==> config.mk <==
export PLATFORM = sky130hd
export DESIGN_NAME = hdd_host_xfer
export DESIGN_NICKNAME = d
export VERILOG_FILES = /design/src/rtl/hdd_host_xfer.sv
export SDC_FILE = /design/constraint.sdc
export NUM_CORES = 1
export LEC_CHECK = 0
export BUFFER_PORTS_ARGS = -buffer_cell sky130_fd_sc_hd__buf_2
export CAP_MARGIN = 20
export CORE_UTILIZATION = 50
export CTS_CLUSTER_SIZE = 40
export DETAILED_ROUTE_END_ITERATION = 10
export GPL_ROUTABILITY_DRIVEN = 1
export PLACE_DENSITY_LB_ADDON = 0.05
export SYNTH_ARGS = -nofsm -noshare
export SYNTH_HDL_FRONTEND = slang
export SYNTH_SLANG_ARGS = --single-unit
==> constraint.sdc <==
create_clock -name CLK_14M -period 2.3 [get_ports CLK_14M]
set_input_delay 0.69 -clock CLK_14M [delete_from_list [all_inputs] [get_ports CLK_14M]]
set_output_delay 0.69 -clock CLK_14M [all_outputs]
set_load 0.02 [all_outputs]
==> src/rtl/hdd_host_xfer.sv <==
// hdd_host_xfer: moves one 512-byte block between a byte-stream block device
// and the HDD card's sector buffer, in answer to one-cycle hdd_read/hdd_write
// requests. busy holds the CPU while a command is in flight.
// Optional feature macro: HDD_XFER_TIMEOUT_EN adds a watchdog that aborts a
// stalled command with error=1 after TIMEOUT_CYCLES idle device cycles.
module hdd_host_xfer #(
    parameter logic [31:0] LBA_BASE       = 32'd0,
    parameter logic [23:0] TIMEOUT_CYCLES = 24'd1_400_000
) (
    input  logic        CLK_14M,
    input  logic        RESET_N,
    input  logic        hdd_read,
    input  logic        hdd_write,
    input  logic [15:0] sector,
    output logic [8:0]  ram_addr,
    output logic [7:0]  ram_di,
    output logic        ram_we,
    input  logic [7:0]  ram_do,
    output logic [31:0] blk_lba,
    output logic        blk_rd,
    output logic        blk_wr,
    input  logic        blk_ack,
    input  logic [7:0]  blk_rx_data,
    input  logic        blk_rx_valid,
    output logic [7:0]  blk_tx_data,
    input  logic        blk_tx_strobe,
    output logic        busy,
    output logic        done,
    output logic        error
);

    typedef enum logic [2:0] {
        IDLE, RD_REQ, RD_DATA, WR_REQ, WR_PREF, WR_DATA, FIN
    } state_t;

    state_t      state_q, state_d;
    logic [9:0]  cnt_q, cnt_d;
    logic [8:0]  ram_addr_q, ram_addr_d;
    logic [7:0]  ram_di_q, ram_di_d;
    logic        ram_we_q, ram_we_d;
    logic [31:0] blk_lba_q, blk_lba_d;
    logic        blk_rd_q, blk_rd_d;
    logic        blk_wr_q, blk_wr_d;
    logic [7:0]  blk_tx_data_q, blk_tx_data_d;
    logic        busy_q, busy_d;
    logic        done_q, done_d;

`ifdef HDD_XFER_TIMEOUT_EN
    logic        error_q, error_d;
    logic [23:0] wdog_q, wdog_d;
`else
    // Watchdog limit has no meaning without the timeout feature.
    logic        unused_timeout;
    assign unused_timeout = ^TIMEOUT_CYCLES;
`endif

    // Next-state and registered-output logic for the transfer FSM.
    always_comb begin
        state_d       = state_q;
        cnt_d         = cnt_q;
        ram_addr_d    = ram_addr_q;
        ram_di_d      = ram_di_q;
        ram_we_d      = 1'b0;
        blk_lba_d     = blk_lba_q;
        blk_rd_d      = blk_rd_q;
        blk_wr_d      = blk_wr_q;
        blk_tx_data_d = blk_tx_data_q;
        busy_d        = busy_q;
        done_d        = 1'b0;
`ifdef HDD_XFER_TIMEOUT_EN
        error_d       = error_q;
        wdog_d        = 24'd0;
`endif
        case (state_q)
            IDLE: begin
                if (hdd_read || hdd_write) begin
                    blk_lba_d = LBA_BASE + {16'h0, sector};
                    busy_d    = 1'b1;
`ifdef HDD_XFER_TIMEOUT_EN
                    error_d   = 1'b0;
`endif
                    // A simultaneous write is dropped: read has priority.
                    if (hdd_read) begin
                        blk_rd_d = 1'b1;
                        state_d  = RD_REQ;
                    end else begin
                        blk_wr_d = 1'b1;
                        state_d  = WR_REQ;
                    end
                end
            end
            RD_REQ: begin
                if (blk_ack) begin
                    blk_rd_d = 1'b0;
                    cnt_d    = 10'd0;
                    state_d  = RD_DATA;
                end
            end
            RD_DATA: begin
                if (blk_rx_valid) begin
                    ram_addr_d = cnt_q[8:0];
                    ram_di_d   = blk_rx_data;
                    ram_we_d   = 1'b1;
                    cnt_d      = cnt_q + 10'd1;
                    if (cnt_q[8:0] == 9'd511) begin
                        state_d = FIN;
                        done_d  = 1'b1;
                    end
                end
            end
            WR_REQ: begin
                if (blk_ack) begin
                    blk_wr_d   = 1'b0;
                    cnt_d      = 10'd0;
                    ram_addr_d = 9'd0;
                    state_d    = WR_PREF;
                end
            end
            WR_PREF: begin
                // ram_addr was registered last cycle, so ram_do is valid now.
                blk_tx_data_d = ram_do;
                state_d       = WR_DATA;
            end
            WR_DATA: begin
                if (blk_tx_strobe) begin
                    if (cnt_q == 10'd511) begin
                        state_d = FIN;
                        done_d  = 1'b1;
                    end else begin
                        cnt_d      = cnt_q + 10'd1;
                        ram_addr_d = cnt_q[8:0] + 9'd1;
                        state_d    = WR_PREF;
                    end
                end
            end
            FIN: begin
                busy_d  = 1'b0;
                state_d = IDLE;
            end
            default: state_d = IDLE;
        endcase
`ifdef HDD_XFER_TIMEOUT_EN
        // Any device activity restarts the watchdog; expiry aborts via FIN.
        if (state_q != IDLE && state_q != FIN) begin
            if (blk_ack || blk_rx_valid || blk_tx_strobe) begin
                wdog_d = 24'd0;
            end else if (wdog_q + 24'd1 == TIMEOUT_CYCLES) begin
                wdog_d   = 24'd0;
                blk_rd_d = 1'b0;
                blk_wr_d = 1'b0;
                error_d  = 1'b1;
                done_d   = 1'b1;
                state_d  = FIN;
            end else begin
                wdog_d = wdog_q + 24'd1;
            end
        end
`endif
    end

    // State and output registers; reset clears everything except the buffer.
    always_ff @(posedge CLK_14M or negedge RESET_N) begin
        if (!RESET_N) begin
            state_q       <= IDLE;
            cnt_q         <= 10'd0;
            ram_addr_q    <= 9'd0;
            ram_di_q      <= 8'd0;
            ram_we_q      <= 1'b0;
            blk_lba_q     <= 32'd0;
            blk_rd_q      <= 1'b0;
            blk_wr_q      <= 1'b0;
            blk_tx_data_q <= 8'd0;
            busy_q        <= 1'b0;
            done_q        <= 1'b0;
`ifdef HDD_XFER_TIMEOUT_EN
            error_q       <= 1'b0;
            wdog_q        <= 24'd0;
`endif
        end else begin
            state_q       <= state_d;
            cnt_q         <= cnt_d;
            ram_addr_q    <= ram_addr_d;
            ram_di_q      <= ram_di_d;
            ram_we_q      <= ram_we_d;
            blk_lba_q     <= blk_lba_d;
            blk_rd_q      <= blk_rd_d;
            blk_wr_q      <= blk_wr_d;
            blk_tx_data_q <= blk_tx_data_d;
            busy_q        <= busy_d;
            done_q        <= done_d;
`ifdef HDD_XFER_TIMEOUT_EN
            error_q       <= error_d;
            wdog_q        <= wdog_d;
`endif
        end
    end

    assign ram_addr    = ram_addr_q;
    assign ram_di      = ram_di_q;
    assign ram_we      = ram_we_q;
    assign blk_lba     = blk_lba_q;
    assign blk_rd      = blk_rd_q;
    assign blk_wr      = blk_wr_q;
    assign blk_tx_data = blk_tx_data_q;
    assign busy        = busy_q;
    assign done        = done_q;
`ifdef HDD_XFER_TIMEOUT_EN
    assign error       = error_q;
`else
    assign error       = 1'b0;
`endif

endmodule
==> flow_summary.ini, run 1 <==
[setup_path]
start_kind = register
critPathCaptureType = register
cp.arrival_ns = 2.34
criticalPathCategory = register to register
crit_fanout = 7
cp.required_ns = 2.55

[detailed_routing]
drc = 0
vias = 2389
routed_wl_mm = 6.503
routedWlPerCell_um = 14.48
drt_iter0_markers = 141
first_pass_iters = 4
postRouteAntennaNets = 0
vias_per_cell = 5.321

[yosys]
synth_area_um2 = 3017
synth_seq_area_share = 0.4894
yosys_warnings = 0
synth.ff_latch_count = 59
yosysUniqueCellTypes = 48
synthCells = 265
synth_area_per_cell_um2 = 11.38

[floorplan]
die-area_um2 = 6348
die_y_um = 79.68
io-pin-count = 102
die_x_um = 79.68
core.rowCount = 27
start_util = 0.5315
fp.coreArea_um2 = 5675

[global_route]
grt_remaining_overflow = 0
antenna_found_initial = 0
grt_pass1_wl_mm = 10.93
grt_pass1_vias = 2325
grt_max_degree = 23
grt_usage = 0.2308

[status]
outcome = complete, no violations

[placement]
dpl.cell_count = 434
port_buffers = 84
placed_cell_area_um2 = 3595
dp_hpwl_mm = 4.811
gp_congestion = 0.8642

[clock_tree]
cts_buffers = 9
post-cts-setup-buffer-count = 0
cts_hold_buf = 0
cts_htree_levels = 3
clkLatencyLatePin_ns = 0.34
cts_buffer_depth = 2
cts.sinks = 59
cts-resized-gates = 0
clk_pin_slew_ns = 0.07
cts_tree = built
clockRootBuffer = clkbuf_8

[sta]
layout_min_cycle_time_ns = 2.089
rsz0062_at_grt = no
skew_ns = 0.006061
relSlewSlack = 0.3935
tightestPinTransition_ns = 0.9078
fin_crit_sh = 0.9083
maxSlewViolCount = 0
tns_ns = 0
hold_viol = 0
fmax_ghz = 0.4787
setup_viol = 0

[finish]
area_growth_pct = 26.34
final_common_cell = buf_2
nets = 414
drive_gt1_frac = 0.4589
n_antenna_cell = 0
final_cells = 449
n_fill_cell = 472
stdcell_area_um2 = 3811
layout_common_cells = buf_2, dfrtp_1, mux2_2

[power]
power_density_nw_per_um2 = 1411
ir_drop_uv = 830.8
power.leakage_uw = 0.001837

[hold_path]
holdCritPathClass = primary input to asynchronous set/reset pin

[run]
drv_cap = 0
-- flip-flops by register name, indices dropped and copies added (netlist names) --
name / cells
blk_lba: 16
blk_rd: 1
blk_tx_data: 8
blk_wr: 1
busy: 1
cnt_q: 10
done: 1
ram_addr: 9
ram_di: 8
ram_we: 1
state_q: 3
-- synthesized netlist by cell type, drive strengths merged --
cell | number | area [um^2]
nand3 | 5 | 25.02
and3b | 1 | 8.760
and4 | 2 | 17.52
nor2 | 8 | 32.54
o31a | 1 | 8.760
o22ai | 1 | 6.260
o311ai | 1 | 8.760
xor2 | 1 | 8.760
conb | 1 | 3.750
o22a | 8 | 70.07
nand2b | 3 | 18.77
buf | 30 | 217.7
nand3b | 1 | 11.26
o31ai | 3 | 22.52
nand4 | 3 | 25.02
a31oi | 8 | 50.05
mux2 | 38 | 450.4
inv | 8 | 30.03
mux2i | 3 | 30.03
o32a | 1 | 10.01
a21boi | 1 | 7.510
dfrtp | 59 | 1476
a21o | 2 | 15.01
nor4b | 1 | 8.760
a22o | 3 | 26.28
a21oi | 11 | 58.81
nor3 | 7 | 35.03
and3 | 3 | 18.77
nor2b | 2 | 12.51
ha | 2 | 25.02
nor4 | 4 | 55.05
nand2 | 13 | 51.30
or3 | 2 | 12.51
o21ai | 17 | 85.08
nor3b | 4 | 30.03
o211ai | 3 | 22.52
a211oi | 1 | 7.510
clkbuf | 3 | 12.51
-- logic make-up (layout without fill, tap and decap cells) --
group / after synthesis / after routing / share of synthesized area
AO/OA/AOI/OAI: 61 / 61 / 0.1323
flip-flops: 59 / 59 / 0.4894
AND/OR/NAND/NOR: 59 / 59 / 0.1203
multiplexers: 41 / 41 / 0.1593
buffers and inverters: 41 / 137 / 0.08627
adder cells (fa/ha/maj): 2 / 2 / 0.008294
other: 1 / 17 / 0.001243
XOR/XNOR: 1 / 1 / 0.002904
-- where the power goes --
group,switching (uW),internal (uW)
Clock,395,633
Sequential,245,1470
Combinational,1490,1150
Total,2130,3250
-- routing by layer --
metal | global-route usage | share of wire
met1 | 0.3089 | 0.47
met2 | 0.3521 | 0.46
met3 | 0.05257 | 0.064
met4 | 0.1127 | 0.0098
met5 | 0 | 0
-- final cells by class --
type / count / area [um^2] / share of cell area
Tap cell: 72 / 90.09 / 0.02364
Timing Repair Buffer: 114 / 658.1 / 0.1727
Sequential cell: 59 / 1476 / 0.3874
Clock buffer: 11 / 141.4 / 0.03710
Inverter: 8 / 30.03 / 0.007879
Multi-Input combinational cell: 181 / 1340 / 0.3516
Clock inverter: 4 / 75.07 / 0.01970
-- worst max-delay path, stage by stage (launching register included) --
cell	delay, ns
dfrtp_1	0.41
nand2b_1	0.21
o32a_1	0.19
a21boi_1	0.74
buf_4	0.26
mux2i_1	0.19
-- path summary, 6_finish.rpt --
kind	from	endpoint	slack, ns	cells after the start
max	state_q[2]$_DFFE_PN0P_	ram_addr[3]$_DFFE_PN0P_	0.21	5
min	RESET_N	blk_lba[6]$_DFFE_PN0P_	0.34	1
max reg2reg	state_q[2]$_DFFE_PN0P_	ram_addr[3]$_DFFE_PN0P_	0.21	5
min reg2reg	ram_di[7]$_DFFE_PN0P_	ram_di[7]$_DFFE_PN0P_	0.50	1
max in group asynchronous	RESET_N	ram_addr[4]$_DFFE_PN0P_	1.37	2
min in group CLK_14M	ram_di[7]$_DFFE_PN0P_	ram_di[7]$_DFFE_PN0P_	0.50	1
-- metrics by stage --
stage	hold slack, ns	utilization	worst slack [ns]	total power, uW
6_report	0.3446	0.6715	0.2109	5379
5_1_grt	0.3576	0.6715	0.03158	5715
4_1_cts	0.3449	0.6715	0.1880	5424
3_5_place_dp	0.4900	0.6334	0.03726	4369
3_3_place_gp	0.4854	0.6334	0.08803	4313
2_1_floorplan	0.3944	-	0.4684	3573
No activity file was read; power rests on OpenSTA's default activity.
==> run 2: changes to the inputs <==
--- a/config.mk
+++ b/config.mk
@@ -8,3 +8,2 @@
 export BUFFER_PORTS_ARGS = -buffer_cell sky130_fd_sc_hd__buf_2
-export CAP_MARGIN = 20
 export CORE_UTILIZATION = 50
==> constraint.sdc (replaced) <==
create_clock -name CLK_14M -period 2.3 [get_ports CLK_14M]
set_input_delay 0.23 -clock CLK_14M [delete_from_list [all_inputs] [get_ports CLK_14M]]
set_output_delay 0.23 -clock CLK_14M [all_outputs]
set_load 0.02 [all_outputs]
==> flow_summary.ini, run 2 (synthesis gave the netlist of run 1 again) <==
[floorplan]
die_x_um = 79.68
die-area_um2 = 6348
start_util = 0.5315
io-pin-count = 102
die_y_um = 79.68
fp.coreArea_um2 = 5675
core.rowCount = 27

[setup_path]
cp_top_family = adder cells
crit_fanout = 4
crit_path_max_incr_delay_ns = 0.38
path_common_cell = ha_1
cp.required_ns = 2.51
slowest_stage = dfrtp_1
criticalPathCategory = register to register
critPathCaptureType = register
crit_chain = ha_1 > nand4_2 > buf_4 > nor2_1 > ha_1 > nor2b_1 > a211oi_1 > o311ai_0 > a21oi_1
start_kind = register
cp.arrival_ns = 2.09
crit_buf_inv = 1

[detailed_routing]
drt_iter0_markers = 145
routed_wl_mm = 6.706
highest_layer = met4
drc = 0
vias_per_cell = 5.440
first_pass_iters = 4
wl_met1_mm = 3.083
routedWlPerCell_um = 15.14
dr_wl_met3_um = 494
routed-wl-met2_mm = 2.982
postRouteAntennaNets = 0
vias = 2410

[global_route]
grt_remaining_overflow = 0
antenna_found_initial = 0
grt_pass1_wl_mm = 11.24
grt_usage = 0.2376
grt_max_degree = 38
grt_pass1_vias = 2358

[finish]
nets = 408
area_growth_pct = 24.93
final_cells = 443
largest_register_ffs = 16
n_antenna_cell = 0
stdcell_area_um2 = 3769
final_common_cell = buf_2
drive_gt1_frac = 0.4501
layout_common_cells = buf_2, dfrtp_1, mux2_2

[sta]
setup_viol = 0
rsz0062_at_grt = no
fin_crit_sh = 0.8168
tightestPinTransition_ns = 0.6554
layout_min_cycle_time_ns = 1.879
tns_ns = 0
relSlewSlack = 0.5605
maxSlewViolCount = 0
fmax_ghz = 0.5323
hold_viol = 0
skew_ns = 0.004507

[clock_tree]
cts_buffer_depth = 2
cts_htree_levels = 3
cts_buffers = 9
cts_tree = built
cts.sinks = 59
clk_pin_slew_ns = 0.07
clockRootBuffer = clkbuf_8
post-cts-setup-buffer-count = 0
clkLatencyLatePin_ns = 0.33

[run]
drv_cap = 0

[placement]
dpl.cell_count = 427
dp_hpwl_mm = 4.861
gp_congestion = 0.8988
placed_cell_area_um2 = 3542
port_buffers = 84

[power]
ir_drop_uv = 759.9
power.leakage_uw = 0.001815
power_uw = 5333
power_density_nw_per_um2 = 1415

[status]
outcome = complete, no violations

[hold_path]
holdCritPathClass = primary input to register
run 2: layout make-up:
cell class                 count  area (um^2)
clock buffer                  14        182.7
clock inverter                 1        30.03
fill                         479         1907
inverter                       8        30.03
multi-input combinational    181         1344
sequential                    59         1476
tap                           72        90.09
timing repair buffer         108        615.6
run 2: worst reg2reg max path: cells and delay by family (launching register included):
family                     cells  cell delay [ns]
adders and majority gates      2             0.47
and+or+nand+nor                3             0.30
buffers and inverters          1             0.14
DFF                            1             0.38
AOI/OAI and AO/OA              3             0.47
run 2: metrics by stage:
step | hold WS [ns] | util | setup slack [ns]
after floorplan | -0.06559 | - | 0.4684
after global placement | 0.2501 | 0.6241 | 0.1649
after detailed placement | 0.2543 | 0.6241 | 0.1065
after CTS | 0.1067 | 0.6634 | 0.08875
after global routing | 0.1148 | 0.6640 | 0.2376
final | 0.1235 | 0.6640 | 0.4213
run 2: power breakdown:
part	switching [uW]	internal, uW	total [uW]
logic	1520	1120	2640
clock network	389	614	1000
registers	228	1470	1690
total	2140	3200	5330
run 2: per-layer routing:
metal  vias up  global-route usage
met5         -                   0
met4         0              0.1255
met3        12             0.05029
met1      1161              0.3234
met2       103              0.3538
li1       1134                   -
run 2: path summary, 6_finish.rpt:
kind	startpoint	endpoint	slack [ns]	cells after the start
worst max-delay path	cnt_q[0]$_DFFE_PN0P_	state_q[1]$_DFFE_PN0P_	0.42	9
max in group asynchronous	RESET_N	ram_di[7]$_DFFE_PN0P_	1.28	3
min in group asynchronous	RESET_N	blk_lba[0]$_DFFE_PN0P_	0.42	2
worst min register to register	blk_lba[1]$_DFFE_PN0P_	blk_lba[1]$_DFFE_PN0P_	0.50	1
worst max register to register	cnt_q[0]$_DFFE_PN0P_	state_q[1]$_DFFE_PN0P_	0.42	9
worst min-delay path	sector[4]	blk_lba[4]$_DFFE_PN0P_	0.12	2
run 2: timing repair:
action | in CTS | in global routing
gates resized for setup | 0 | 1
setup endpoints to repair | 0 | 6
hold endpoints to repair | 22 | 0
hold buffers | 1 | 0
==> run 3: changes to the inputs <==
clock period = 1.9 ns   (was 2.3 ns; I/O delays follow)
==> flow_summary.ini, run 3 (synthesis gave the netlist of run 1 again) <==
[detailed_routing]
postRouteAntennaNets = 0
vias = 2459
vias_per_cell = 5.428
drt_iter0_markers = 228
first_pass_iters = 4
routed_wl_mm = 6.828
drc = 0
routedWlPerCell_um = 15.07

[sta]
maxSlewViolCount = 0
tns_ns = 0
finalWorstSetupSlack_ns = 0.08131
skew_ns = 0.007700
setup_viol = 0
layout_min_cycle_time_ns = 1.819
fin_crit_sh = 0.9572
holdWs_ns = 0.08103
hold_viol = 0
rsz0062_at_grt = yes
fmax_ghz = 0.5498

[status]
outcome = complete, no violations

[setup_path]
cp_top_family = adder cells
crit_buf_inv = 1
criticalPathCategory = register to register
critPathCaptureType = register
slowest_stage = dfrtp_1
start_kind = register
crit_chain = ha_1 > nand4_2 > buf_4 > nor2_1 > ha_2 > a22o_1 > mux2_4
cp.required_ns = 2.12
crit_fanout = 4
crit_path_max_incr_delay_ns = 0.35
cp.arrival_ns = 2.04

[power]
power_density_nw_per_um2 = 1692
ir_drop_uv = 915.6
power.leakage_uw = 0.001857

[floorplan]
die_y_um = 79.68
start_util = 0.5315
io-pin-count = 102
die-area_um2 = 6348
fp.coreArea_um2 = 5675
core.rowCount = 27
die_x_um = 79.68

[clock_tree]
cts_tree = built
clk_pin_slew_ns = 0.07
clockRootBuffer = clkbuf_8
clkLatencyLatePin_ns = 0.33
post-cts-setup-buffer-count = 0
cts_buffer_depth = 2
cts_buffers = 9
cts.sinks = 59
cts_htree_levels = 3

[global_route]
use_met1 = 0.2945
grt_pass1_wl_mm = 11.29
antenna_found_initial = 0
grt.busiest_layer = met2
use_met2 = 0.3872
grt_usage = 0.2366
grt_max_degree = 60
grt_pass1_vias = 2445
grtUsageMet3 = 0.05714
grt_remaining_overflow = 0

[finish]
stdcell_area_um2 = 3832
final_common_cell = buf_2
layout_common_cells = buf_2, dfrtp_1, mux2_2
nets = 417
final_core_util = 0.6753
n_antenna_cell = 0
area_growth_pct = 27.04
largest_register_ffs = 16
drive_gt1_frac = 0.4698

[hold_path]
holdCritPathClass = primary input to register

[placement]
dp_hpwl_mm = 5.094
dp_slack_ns = -0.2659
placed_cell_area_um2 = 3610
gp_congestion = 0.8573
port_buffers = 84

[run]
drv_cap = 0
## run 3: path summary, 6_finish.rpt
kind	from	endpoint	slack, ns	cells past startpoint
max	cnt_q[0]$_DFFE_PN0P_	ram_addr[8]$_DFFE_PN0P_	0.08	7
min	ram_do[0]	blk_tx_data[0]$_DFFE_PN0N_	0.08	2
max reg2reg	cnt_q[0]$_DFFE_PN0P_	ram_addr[8]$_DFFE_PN0P_	0.08	7
min reg2reg	blk_lba[6]$_DFFE_PN0P_	blk_lba[6]$_DFFE_PN0P_	0.50	1
max in group asynchronous	RESET_N	ram_we$_DFF_PN0_	1.24	3
min in group asynchronous	RESET_N	blk_lba[1]$_DFFE_PN0P_	0.39	3
## run 3: timing repair
action / CTS / global route
hold buffers: 1 / 0
endpoints found under the hold margin: 59 / 0
gates cloned: 0 / 0
endpoints found under the setup margin: 9 / 17
gates resized for setup: 1 / 4
## run 3: metal layers
layer,up-vias,share of wire
met2,122,0.48
li1,1154,-
met3,4,0.081
met5,-,0
met1,1179,0.43
met4,0,0.0072
## run 3: power by group
part | switching (uW) | internal, uW | total (uW)
Clock | 484 | 634 | 1120
Sequential | 279 | 1770 | 2050
Combinational | 1860 | 1450 | 3310
## run 3: cell type report
type / count / area (um^2)
clock buffer: 11 / 141.4
clock inverter: 5 / 52.55
fill: 474 / 1843
inverter: 8 / 30.03
multi-input combinational: 181 / 1359
sequential: 59 / 1476
tap: 72 / 90.09
timing repair buffer: 117 / 683.2
## run 3: stage by stage
stage,power (uW),instances
floorplan,4325,281
global placement,5256,436
detailed placement,5359,436
CTS,6502,453
global route,6878,453
finish,6483,453
